===== config.mk =====
export PLATFORM = sky130hd
export DESIGN_NAME = line_mem_responder
export DESIGN_NICKNAME = d
export VERILOG_FILES = /design/src/rtl/line_mem_responder_pkg.sv /design/src/rtl/line_mem_responder_mem_req_arbiter.sv /design/src/rtl/line_mem_responder.sv
export SDC_FILE = /design/constraint.sdc
export NUM_CORES = 1
export LEC_CHECK = 0
export ABC_AREA = 1
export CORE_AREA = 2 2 253 255
export CTS_CLUSTER_DIAMETER = 100
export DETAILED_ROUTE_END_ITERATION = 16
export DIE_AREA = 0 0 255 257
export DONT_BUFFER_PORTS = 1
export SETUP_SLACK_MARGIN = 0.4
export SYNTH_ARGS = -nofsm -noshare
export SYNTH_HDL_FRONTEND = slang
export SYNTH_SLANG_ARGS = --single-unit

===== constraint.sdc =====
create_clock -name clk -period 3 [get_ports clk]
set_input_delay 0.3 -clock clk [delete_from_list [all_inputs] [get_ports clk]]
set_output_delay 0.3 -clock clk [all_outputs]
set_load 0.05 [all_outputs]

===== src/rtl/line_mem_responder_pkg.sv =====
// Shared definitions for the cache line responder: FSM state encodings,
// line geometry and requester identifiers.
package line_mem_responder_pkg;

  typedef enum logic [1:0] {
    MR_IDLE_STATE = 2'd0,
    MR_BEAT_STATE = 2'd1,
    MR_RESP_STATE = 2'd2
  } mr_state_e;

  localparam int WORDS_PER_LINE = 4;
  localparam int BEAT_W         = 2;
  localparam int LINE_W         = 128;
  localparam int WORD_W         = 32;

  typedef enum logic {
    GRANT_ICACHE = 1'b0,
    GRANT_DCACHE = 1'b1
  } grant_e;

endpackage


===== src/rtl/line_mem_responder_mem_req_arbiter.sv =====
// Two-input round-robin arbiter between icache and dcache requesters.
// The last_grant register only moves when the caller accepts a grant, so a
// request that is seen but not taken does not disturb fairness.
module mem_req_arbiter
  import line_mem_responder_pkg::*;
(
  input  logic   clk,
  input  logic   reset,
  input  logic   i_req,
  input  logic   d_req,
  input  logic   accept,
  output logic   gnt_valid,
  output grant_e gnt_id
);

  grant_e last_q, last_d;

  // Pick the winner; on contention favour the side not granted last.
  always_comb begin
    // NOTE: every output of a combinational block gets a default first, so no
    // path through the branches can leave a value unassigned and infer a latch.
    gnt_valid = i_req | d_req;
    gnt_id    = GRANT_ICACHE;
    last_d    = last_q;
    if (i_req && d_req) begin
      gnt_id = (last_q == GRANT_ICACHE) ? GRANT_DCACHE : GRANT_ICACHE;
    end else if (d_req) begin
      gnt_id = GRANT_DCACHE;
    end
    if (accept && gnt_valid) begin
      last_d = gnt_id;
    end
  end

  // last_grant register; starts at icache so dcache wins the first tie.
  always_ff @(posedge clk) begin
    // NOTE: sequential state uses non-blocking assignments so every register
    // samples the pre-edge values regardless of statement order.
    if (reset) begin
      last_q <= GRANT_ICACHE;
    end else begin
      last_q <= last_d;
    end
  end

endmodule


===== src/rtl/line_mem_responder.sv =====
// Memory-side responder for the icache/dcache line refill/write-back ports.
// Each 128-bit line transfer is split into four 32-bit beats on a
// single-outstanding external word bus; reads are reassembled and returned
// as one line with a one-cycle ready pulse.
// Optional build macro MEMRESP_TIMEOUT_EN adds an ext_ack watchdog and a
// sticky err output.
module line_mem_responder
  import line_mem_responder_pkg::*;
#(
  parameter int ADDR_W         = 20,
  parameter int TIMEOUT_CYCLES = 64
) (
  input  logic                clk,
  input  logic                reset,
  input  logic                i_req,
  input  logic                i_we,
  input  logic [ADDR_W-1:0]   i_addr,
  input  logic [LINE_W-1:0]   i_wdata,
  output logic                i_ready,
  output logic [LINE_W-1:0]   i_rdata,
  input  logic                d_req,
  input  logic                d_we,
  input  logic [ADDR_W-1:0]   d_addr,
  input  logic [LINE_W-1:0]   d_wdata,
  output logic                d_ready,
  output logic [LINE_W-1:0]   d_rdata,
  output logic                ext_valid,
  output logic                ext_we,
  output logic [ADDR_W-1:0]   ext_addr,
  output logic [WORD_W-1:0]   ext_wdata,
  input  logic [WORD_W-1:0]   ext_rdata,
  input  logic                ext_ack,
  output logic                busy
`ifdef MEMRESP_TIMEOUT_EN
  ,
  output logic                err
`endif
);

  localparam logic [BEAT_W-1:0] LAST_BEAT = BEAT_W'(WORDS_PER_LINE - 1);

  mr_state_e           state_q, state_d;
  logic [BEAT_W-1:0]   beat_q, beat_d;
  logic                we_q, we_d;
  logic [ADDR_W-3:0]   base_q, base_d;
  logic [LINE_W-1:0]   wdata_q, wdata_d;
  logic [LINE_W-1:0]   buf_q, buf_d;
  grant_e              gnt_q, gnt_d;

  logic                arb_valid;
  grant_e              arb_id;
  logic                accept;
  logic                resp_state;
  logic                zero_line;
  logic [LINE_W-1:0]   resp_line;

  // Line addresses are always line-aligned; the low word bits are dropped.
  logic                unused_addr_lsbs;
  assign unused_addr_lsbs = ^{i_addr[1:0], d_addr[1:0]};

`ifdef MEMRESP_TIMEOUT_EN
  localparam int CNT_W = $clog2(TIMEOUT_CYCLES + 1);
  localparam logic [CNT_W-1:0] WDOG_LAST = CNT_W'(TIMEOUT_CYCLES - 1);

  logic [CNT_W-1:0]    wdog_q, wdog_d;
  logic                err_q, err_d;
  logic                tout_q, tout_d;
`else
  localparam int unused_timeout_cycles = TIMEOUT_CYCLES;
`endif

  mem_req_arbiter u_arb (
    .clk       (clk),
    .reset     (reset),
    .i_req     (i_req),
    .d_req     (d_req),
    .accept    (accept),
    .gnt_valid (arb_valid),
    .gnt_id    (arb_id)
  );

  // Next-state logic and external beat outputs.
  always_comb begin
    state_d   = state_q;
    beat_d    = beat_q;
    we_d      = we_q;
    base_d    = base_q;
    wdata_d   = wdata_q;
    buf_d     = buf_q;
    gnt_d     = gnt_q;
    accept    = 1'b0;
    ext_valid = 1'b0;
    ext_we    = 1'b0;
    ext_addr  = '0;
    ext_wdata = '0;
`ifdef MEMRESP_TIMEOUT_EN
    wdog_d    = wdog_q;
    err_d     = err_q;
    tout_d    = tout_q;
`endif
    unique case (state_q)
      MR_IDLE_STATE: begin
        if (arb_valid) begin
          accept  = 1'b1;
          gnt_d   = arb_id;
          beat_d  = '0;
          state_d = MR_BEAT_STATE;
          if (arb_id == GRANT_DCACHE) begin
            we_d    = d_we;
            base_d  = d_addr[ADDR_W-1:2];
            wdata_d = d_wdata;
          end else begin
            we_d    = i_we;
            base_d  = i_addr[ADDR_W-1:2];
            wdata_d = i_wdata;
          end
`ifdef MEMRESP_TIMEOUT_EN
          wdog_d = '0;
          tout_d = 1'b0;
`endif
        end
      end

      MR_BEAT_STATE: begin
        // Beat offset lives in the two low address bits only, so the
        // line base never carries.
        ext_valid = 1'b1;
        ext_we    = we_q;
        ext_addr  = {base_q, beat_q};
        ext_wdata = wdata_q[{beat_q, 5'd0} +: WORD_W];
        if (ext_ack) begin
          if (!we_q) begin
            buf_d[{beat_q, 5'd0} +: WORD_W] = ext_rdata;
          end
          beat_d = beat_q + 1'b1;
          if (beat_q == LAST_BEAT) begin
            state_d = MR_RESP_STATE;
          end
`ifdef MEMRESP_TIMEOUT_EN
          wdog_d = '0;
        end else if (wdog_q == WDOG_LAST) begin
          state_d = MR_RESP_STATE;
          err_d   = 1'b1;
          tout_d  = 1'b1;
        end else begin
          wdog_d = wdog_q + 1'b1;
`endif
        end
      end

      MR_RESP_STATE: begin
        state_d = MR_IDLE_STATE;
      end

      default: begin
        state_d = MR_IDLE_STATE;
      end
    endcase
  end

  // State and datapath registers with synchronous reset.
  always_ff @(posedge clk) begin
    if (reset) begin
      state_q <= MR_IDLE_STATE;
      beat_q  <= '0;
      we_q    <= 1'b0;
      base_q  <= '0;
      wdata_q <= '0;
      // NOTE: the line buffer is a flop bank, not a RAM macro, so it is reset
      // like any other register and rdata is defined from the first cycle.
      buf_q   <= '0;
      gnt_q   <= GRANT_ICACHE;
`ifdef MEMRESP_TIMEOUT_EN
      wdog_q  <= '0;
      err_q   <= 1'b0;
      tout_q  <= 1'b0;
`endif
    end else begin
      state_q <= state_d;
      beat_q  <= beat_d;
      we_q    <= we_d;
      base_q  <= base_d;
      wdata_q <= wdata_d;
      buf_q   <= buf_d;
      gnt_q   <= gnt_d;
`ifdef MEMRESP_TIMEOUT_EN
      wdog_q  <= wdog_d;
      err_q   <= err_d;
      tout_q  <= tout_d;
`endif
    end
  end

  // Completion: pulse only the granted side, and only if it still wants it.
  assign resp_state = (state_q == MR_RESP_STATE);
`ifdef MEMRESP_TIMEOUT_EN
  assign zero_line  = we_q | tout_q;
  assign err        = err_q;
`else
  assign zero_line  = we_q;
`endif
  assign resp_line  = zero_line ? '0 : buf_q;
  assign i_ready    = resp_state && (gnt_q == GRANT_ICACHE) && i_req;
  assign d_ready    = resp_state && (gnt_q == GRANT_DCACHE) && d_req;
  assign i_rdata    = i_ready ? resp_line : '0;
  assign d_rdata    = d_ready ? resp_line : '0;
  assign busy       = (state_q != MR_IDLE_STATE);

endmodule

; Word level (Yosys, flattened, before mapping)
; Index checks and enable logic that the tools add are counted.
; Widths: inputs -> output; s select.
[totals]
reg_bits = 281
latchBits = 0
ramBits = 0
mem_bits_ro = 0
inputBits = 335
out_inout_bits = 313
elab_cells = 58
memories = 0
[classes]
add_sub_neg = 2
multipliers = 0
n_div = 0
order_cmp = 0
n_eq_ne = 6
shift = 3
mux = 23
n_bitwise = 3
n_reduce_logical = 13
[ops]
columns = cell, n
row1 = $mux 128, 4
row2 = $bwmux 128, 1
row3 = $shift 32x9->128 const A, 1
row4 = $shiftx 128x8->32, 1
row5 = $shiftx 32x9->128, 1
row6 = $mux 32, 1
row7 = $mux 20, 1
row8 = $mux 18, 1
row9 = $mux 2, 5
row10 = $neg 7->9, 1
row11 = $reduce_and 3->1, 3
row12 = $mux 1, 8
row13 = $pmux 2 s2, 2
row14 = $logic_and 1x1->1, 6
row15 = $ne 2x2->1 const B, 3
row16 = $eq 2x2->1 const B, 2
row17 = $reduce_bool 2->1, 2
row18 = $add 2x1->2 const B, 1
row19 = $eq 2x1->1 const B, 1
row20 = $logic_not 2->1, 1
row21 = $not 1->1, 2
row22 = $reduce_and 2->1, 1
row23 = $or 1x1->1, 1

; Depth between registers and ports, before layout
; Gate-level depths: netlist of run 1.
[logic_depth]
depth_word = 4
depth_mapped = 13
ltp_nobuf = 8

; Cells and area by module
; From an unflattened synthesis of run 1, not the netlist that was laid out.
[hier_totals]
cells_unflattened = 2836
hier_area_um2 = 16802.4
[by_module_without_submodules]
columns = mod, n_inst, cells_per_inst, area_per_inst_um2, seq_area_each_um2
row1 = line_mem_responder, 1, 2828, 16742.3, 5605.4
row2 = mem_req_arbiter, 1, 8, 60.1, 20.0

; Least setup slack after synthesis of run 1
; No wires, ideal clock.
[synth_path]
path_kind = register to output
from = reg state_q[1]
to = out d_rdata[118]
t_arrival_ps = 2104
required_time_ps = 2700
slack_ps = 596
path_stages_with_launch = 7
path_buffers = 2
cell_sequence = dfxtp_1 -> inv_2 -> nor2_1 -> nand3_1 -> buf_2 -> buf_2 -> nor3_1
[synth_between]
elab_chain_len = 4
[synth_rtl]
columns = item, line_no
row1 = start: declaration, line_mem_responder.sv:42  ; mr_state_e state_q, state_d;
row2 = start signal: assignment, line_mem_responder.sv:179  ; state_q <= state_d;
row3 = $eq 2x2->1, line_mem_responder.sv:195  ; assign resp_state = (state_q == MR_RESP_STATE);
row4 = $logic_and 1x1->1 (2 in series), line_mem_responder.sv:204  ; assign d_ready = resp_state && (gnt_q == GRANT_DCACHE) && d_req;
row5 = $mux 128, line_mem_responder.sv:206  ; assign d_rdata = d_ready ? resp_line : '0;
row6 = end: declaration, line_mem_responder.sv:26  ; output logic [LINE_W-1:0] d_rdata,
; Every way passes these cells.

; Final worst setup path of run 1
[layout_path]
from = reg beat_q[0]
to = out ext_wdata[1]
[layout_between]
elab_chain_len = 2
[layout_rtl]
columns = item, line_no
row1 = start: declaration, line_mem_responder.sv:43  ; logic [BEAT_W-1:0] beat_q, beat_d;
row2 = start signal: assignment, line_mem_responder.sv:180  ; beat_q <= beat_d;
row3 = $shiftx 128x8->32, line_mem_responder.sv:130  ; ext_wdata = wdata_q[{beat_q, 5'd0} +: WORD_W];
row4 = $mux 32, line_mem_responder.sv:101  ; unique case (state_q)
row5 = end: declaration, line_mem_responder.sv:30  ; output logic [WORD_W-1:0] ext_wdata,
; Every way passes these cells.

==> impl_metrics.yaml, run 1 <==
synth:
  yosysTopAreaCell: "dfxtp_1"
  yosys_warnings: 0
  synth-seq-area-share_pct: 33.30
  avgSynthCellArea_um2: 5.674
  syn_nets: 3308
  ys_seq_elements: 280
  synth_edf_count: 0
  synthDistinctLibCells: 26
  netlist_area_um2: 16830
  synthFlopType: "dfxtp_1"
  synthTopCellsByCount: "nor2_1 (897), nand2_1 (623), inv_1 (324), dfxtp_1 (280), nor3_1 (266)"
  synth_top_cell_area_share_pct: 33.30
  synth_most_common_cell: "nor2_1"
  synthTopCellsByArea: "dfxtp_1 (33%), nor2_1 (20%), nand2_1 (14%), nor3_1 (7.9%), inv_1 (7.2%)"
  async_flop_share_pct: 0
  syn-instance-count: 2967
power_and_ir_drop:
  peakVddDrop_mv: 0.3691
  p_leak_nw: 11.18
  p_total_mw: 11.15
  power_density_nw_per_um2: 466.8
setup_path:
  worstRegToRegCells: 8
  cp_common_cell: "nor2_1"
  arrival_ns: 2.22
  cpMaxStageDelayCell: "dfxtp_4"
  path_class: "flip-flop to output port"
  cp-end-kind: "output port"
  path_depth: 7
  crit_path_max_fanout: 30
  cp_data_required_time_ns: 2.70
  cp_top_family: "buffers and inverters"
  slowest_delay_ns: 0.37
  crit_start: "beat_q[0]"
  worstSetupStartpointType: "flip-flop"
  crit_chain: "buf_6 -> buf_12 -> nor2_1 -> nor2_1 -> o21ai_1 -> a21oi_1 -> buf_4"
  r2r_start: "state_q[1]"
  crit_buf_inv: 3
hold_path:
  hold_class: "primary input to flip-flop"
  min_from: "i_wdata[5]"
  whs_path_depth: 4
run:
  drv_cap: 0
sta:
  max_slew_margin_pct: 37.58
  hold_violations: 0
  report.final.setup_viol: 0
  finalClockSkew_ns: 0.01082
  max_freq_mhz: 397.5
  final_max_slew_viol_count: 0
  fin_crit_sh_pct: 83.85
  tightest_slew_ns: 0.9363
  setup_tns_ns: 0
  rsz0062_at_grt: "yes"
  fin_crit_ns: 2.516
global_routing:
  grt_pass1_wl_um: 111700
  antenna_found_initial: 12
  grt_pass1_vias: 18110
  grt_max_degree: 150
  groute.usage.overall_pct: 22.51
  grt-ovfl-total: 0
clock_tree:
  clkTransAtPathRegs_ns: 0.06
  cts_tree: "built"
  htree_levels: 2
  clk_latency_ns: 0.54
  clock_sinks: 280
  numCtsBuffers: 35
  root_buffer: "clkbuf_16"
  cts_buffer_depth: 3
placement:
  hpwl_um: 55310
  dp.cells: 3946
  port_buffers: 0
  gp_congestion: 0.9209
route:
  drtAntennaViolNets: 0
  drcViolationCount: 0
  wirelength_um: 78540
  avgViaCountPerCell: 4.676
  drt_iter0_markers: 1357
  wl_per_cell_um: 18.64
  vias: 19700
  drtPass1Iterations: 6
floorplanning:
  dieArea_um2: 65540
  num_rows: 92
  die_y_um: 257
  start_util_pct: 26.83
  die_w_um: 255
  io_pins: 648
  coreArea_um2: 62740
cells_and_area:
  drive_above_1_share_pct: 18.70
  layout.cells.non_filler: 4213
  area_growth_pct: 41.88
  finalNetCount: 3675
run_status:
  outcome: "completed"
==> stage by stage <==
stage               utilization (%)  cell area (um^2)  worst slack (ns)  hold slack (ns)
floorplan                         -             16830            0.5965           0.4409
global placement              32.77             20560            0.3459           0.3850
detailed placement            32.77             20560            0.2848           0.3856
CTS                           37.85             23740            0.2704        0.0005418
global route                  38.07             23880            0.3939          0.01335
finish                        38.07             23880            0.4845          0.03044
==> state kept, by name, indices dropped and copies added, names as in the netlist <==
name and count:
we_q 1, wdata_q 128, base_q 18, gnt_q 1, buf_q 128, beat_q 2
state_q 2
==> tightest hold or removal path, cell delays in order <==
cell     delay, ns
nand2_1       0.04
nand2_1       0.07
nor2_1        0.04
nor2_1        0.08
==> cell type report <==
class                      count  area (um^2)
antenna                        9        22.52
clock buffer                  49         1062
clock inverter                12        146.4
fill                        6685        38850
inverter                     330         1290
multi-input combinational   2127         9796
sequential                   280         5615
tap                          846         1059
timing repair buffer         556         4861
timing repair inverter         4        32.53
==> layer usage <==
metal	GRT usage, %	up-vias	wire length, um
met3	5.816	183	6224
met2	40.98	804	39800
met1	23.67	8936	28460
met5	0	-	35
li1	-	9772	-
met4	11.42	6	4020
==> power breakdown <==
part | leakage (nW) | switching [mW] | internal, mW
clock network | 0.599 | 1.73 | 2.73
logic | 8.29 | 1.75 | 0.817
registers | 2.30 | 0.153 | 3.97
==> kinds of logic after synthesis <==
group | count (synthesis) | share of synthesized area [%]
AOI/OAI and AO/OA | 282 | 8.421
buffers and inverters | 560 | 14.24
adders and majority gates | 6 | 0.4460
and+or+nand+nor | 1839 | 43.59
DFF | 280 | 33.30
==> what timing repair did <==
item                                    4_1_cts  5_1_grt
hold endpoints to repair                    151        0
gates resized for setup                      31       21
pin swaps                                     1        0
setup buffers                                 2        1
gates cloned                                  1        3
endpoints found under the setup margin      246      141
hold buffers                                190        0
==> placed cells by master, fill, tap and decap left out, types with 4 or more instances in the layout <==
cell,Yosys,routed
clkinv_2,0,5
o21ai_1,70,87
clkbuf_16,0,38
nor3_2,0,169
nor3_1,266,94
clkbuf_1,129,4
clkbuf_8,0,7
diode_2,0,9
buf_12,0,14
dlygate4sd3_1,0,189
buf_4,4,348
nor2_1,897,892
nand3_1,45,44
dfxtp_1,280,276
inv_6,0,4
a21oi_1,67,67
ha_1,6,6
nand2_1,623,622
bufinv_16,0,4
inv_1,324,320
o21ai_0,143,124
clkinvlp_4,0,5
==> final timing paths <==
kind,slack [ns],end
setup / recovery,0.48,ext_wdata[1]
hold / removal,0.03,wdata_q[5]
setup reg to reg,0.54,wdata_q[124]
hold reg to reg,0.46,buf_q[18]
No activity file was read; power rests on OpenSTA's default activity.
==> run 2, diff against run 1 <==
- clock period: 3 -> 2.37 ns (I/O delays scaled with it)
==> impl_metrics.yaml, run 2 (synthesis results as in run 1) <==
floorplanning:
  io_pins: 648
  die_w_um: 255
  num_rows: 92
  dieArea_um2: 65540
  coreArea_um2: 62740
  die_y_um: 257
  start_util_pct: 26.83
cells_and_area:
  drive_above_1_share_pct: 25.20
  finalNetCount: 3896
  top_regs: "buf_q: 128 flops, wdata_q: 128 flops, base_q: 18 flops"
  layout_common_cells: "nor2_1 (864), nand2_1 (620), inv_1 (319)"
  final_common_cell: "nor2_1"
  area_growth_pct: 74.91
  fillers: 5832
power_and_ir_drop:
  peakVddDrop_mv: 0.4917
  p_sw_mw: 5.104
  power_frac_clock_pct: 38.2
  seqPwrFrac_pct: 34.7
  power_density_nw_per_um2: 512.7
  p_leak_nw: 13.26
  internal-power_mw: 9.993
  p_total_mw: 15.10
  swShare_pct: 33.81
  p_comb_share_pct: 27.2
sta:
  setup_tns_ns: -0.009400
  final_max_slew_viol_count: 0
  rsz0062_at_grt: "yes"
  hold_violations: 0
  max_freq_mhz: 420.3
  finalClockSkew_ns: 0.01222
  report.final.setup_viol: 1
  setup_slack_ns: -0.009400
  tightest_slew_ns: 0.5755
  max_slew_margin_pct: 61.63
  fin_crit_ns: 2.379
  fin_crit_sh_pct: 100.4
run_status:
  outcome: "finished, violations left"
  violations: "setup timing"
setup_path:
  path_class: "flip-flop to output port"
  crit_path_max_fanout: 7
  arrival_ns: 2.14
  cp_data_required_time_ns: 2.13
  worstRegToRegCells: 10
  worstSetupStartpointType: "flip-flop"
  cp-end-kind: "output port"
  r2r-end: "buf_q[44]"
  r2r_start: "beat_q[0]"
  r2r_slack_ns: 0.22
route:
  drtAntennaViolNets: 0
  drtPass1Iterations: 8
  vias: 22230
  drt_iter0_markers: 1765
  wirelength_um: 95070
  wl_per_cell_um: 21.35
  drcViolationCount: 0
  avgViaCountPerCell: 4.994
global_routing:
  grt_pass1_vias: 20520
  grt_pass1_wl_um: 128900
  grt_max_degree: 89
  antenna_found_initial: 22
  grt-ovfl-total: 0
  groute.usage.overall_pct: 26.17
clock_tree:
  root_buffer: "clkbuf_16"
  cts_tree: "built"
  clock_sinks: 280
  cts_buffer_depth: 3
  numCtsBuffers: 36
  htree_levels: 2
  clkTransAtPathRegs_ns: 0.06
  clk_latency_ns: 0.54
hold_path:
  hold_class: "primary input to flip-flop"
  whs_path_depth: 3
  worst_hold_path.endpoint: "beat_q[0]"
  min_from: "reset"
placement:
  port_buffers: 0
  hpwl_um: 57330
  pre_cts_slack_ns: 0.1332
  gp_congestion: 0.9193
run:
  drv_cap: 0
==> run 2: cell count changes in the layout (fill, tap and decap cells not counted), moves of 35 or more <==
cell / before / now
buf_12: 14 / 75
buf_4: 348 / 213
buf_6: 3 / 138
dlygate4sd3_1: 189 / 309
nor3_1: 94 / 20
nor3_2: 169 / 134
nor3_4: 3 / 112
==> run 2: layout make-up <==
cell class              instances  area [um^2]  share of cell area [%]
repair buffers                779         8921                   30.30
repair inverters                1        7.507                 0.02550
inverters                     330         1285                   4.364
clock inverters                14        182.7                  0.6204
clock buffers                  49         1032                   3.506
well taps                     846         1059                   3.595
multi-input cells            2127        11270                   38.29
flip-flops and latches        280         5619                   19.08
diodes                         26        65.06                  0.2210
==> run 2: worst max path at each step <==
stage,from,endpoint,cells past startpoint
finish,state_q[1],i_rdata[48],8
global route,state_q[1],d_rdata[40],8
CTS,state_q[1],d_rdata[120],7
detailed placement,beat_q[0],buf_q[36],8
global placement,beat_q[0],buf_q[34],8
floorplan,state_q[1],d_rdata[118],6
==> run 2: per-layer routing <==
layer	GRT usage, %	vias up	share of wire (%)
li1	-	10260	-
met2	48.25	1304	51
met3	4.865	338	8.4
met4	15.69	0	7.3
met5	0	-	0
met1	27.27	10330	34
==> run 2: power groups by stage <==
stage / Clock, mW / Combinational (mW) / Sequential (mW)
3_3_place_gp: 0 / 2.96 / 5.30
4_1_cts: 5.80 / 3.80 / 5.22
3_5_place_dp: 0 / 2.98 / 5.30
5_1_grt: 6.01 / 4.39 / 5.26
2_1_floorplan: 0 / 2.12 / 5.23
6_report: 5.76 / 4.10 / 5.23
==> run 2: through the flow <==
stage	utilization, %	cell area [um^2]	cells	hold slack (ns)
finish	46.93	29440	4452	0.004767
global route	46.92	29430	4448	0.01597
CTS	44.58	27970	4397	0.0001142
detailed placement	34.80	21830	3984	0.3287
global placement	34.80	21830	3984	0.3183
floorplan	-	17700	2967	0.4014
==> run 2: what timing repair did <==
| item | in CTS | in global routing |
|---|---|---|
| hold buffers | 310 | 0 |
| gates resized for setup | 244 | 230 |
| pin swaps | 24 | 32 |
| hold endpoints to repair | 201 | 0 |
| buffers inserted | 17 | 16 |
| cloned | 23 | 13 |
| endpoints found under the setup margin | 360 | 454 |
==> run 2: critical path: stages (launching register included) <==
cell     delay (ns)
dfxtp_4        0.36
inv_4          0.04
nor2_4         0.13
nand2_4        0.11
buf_12         0.17
buf_4          0.17
buf_16         0.14
nor3_2         0.20
buf_4          0.25
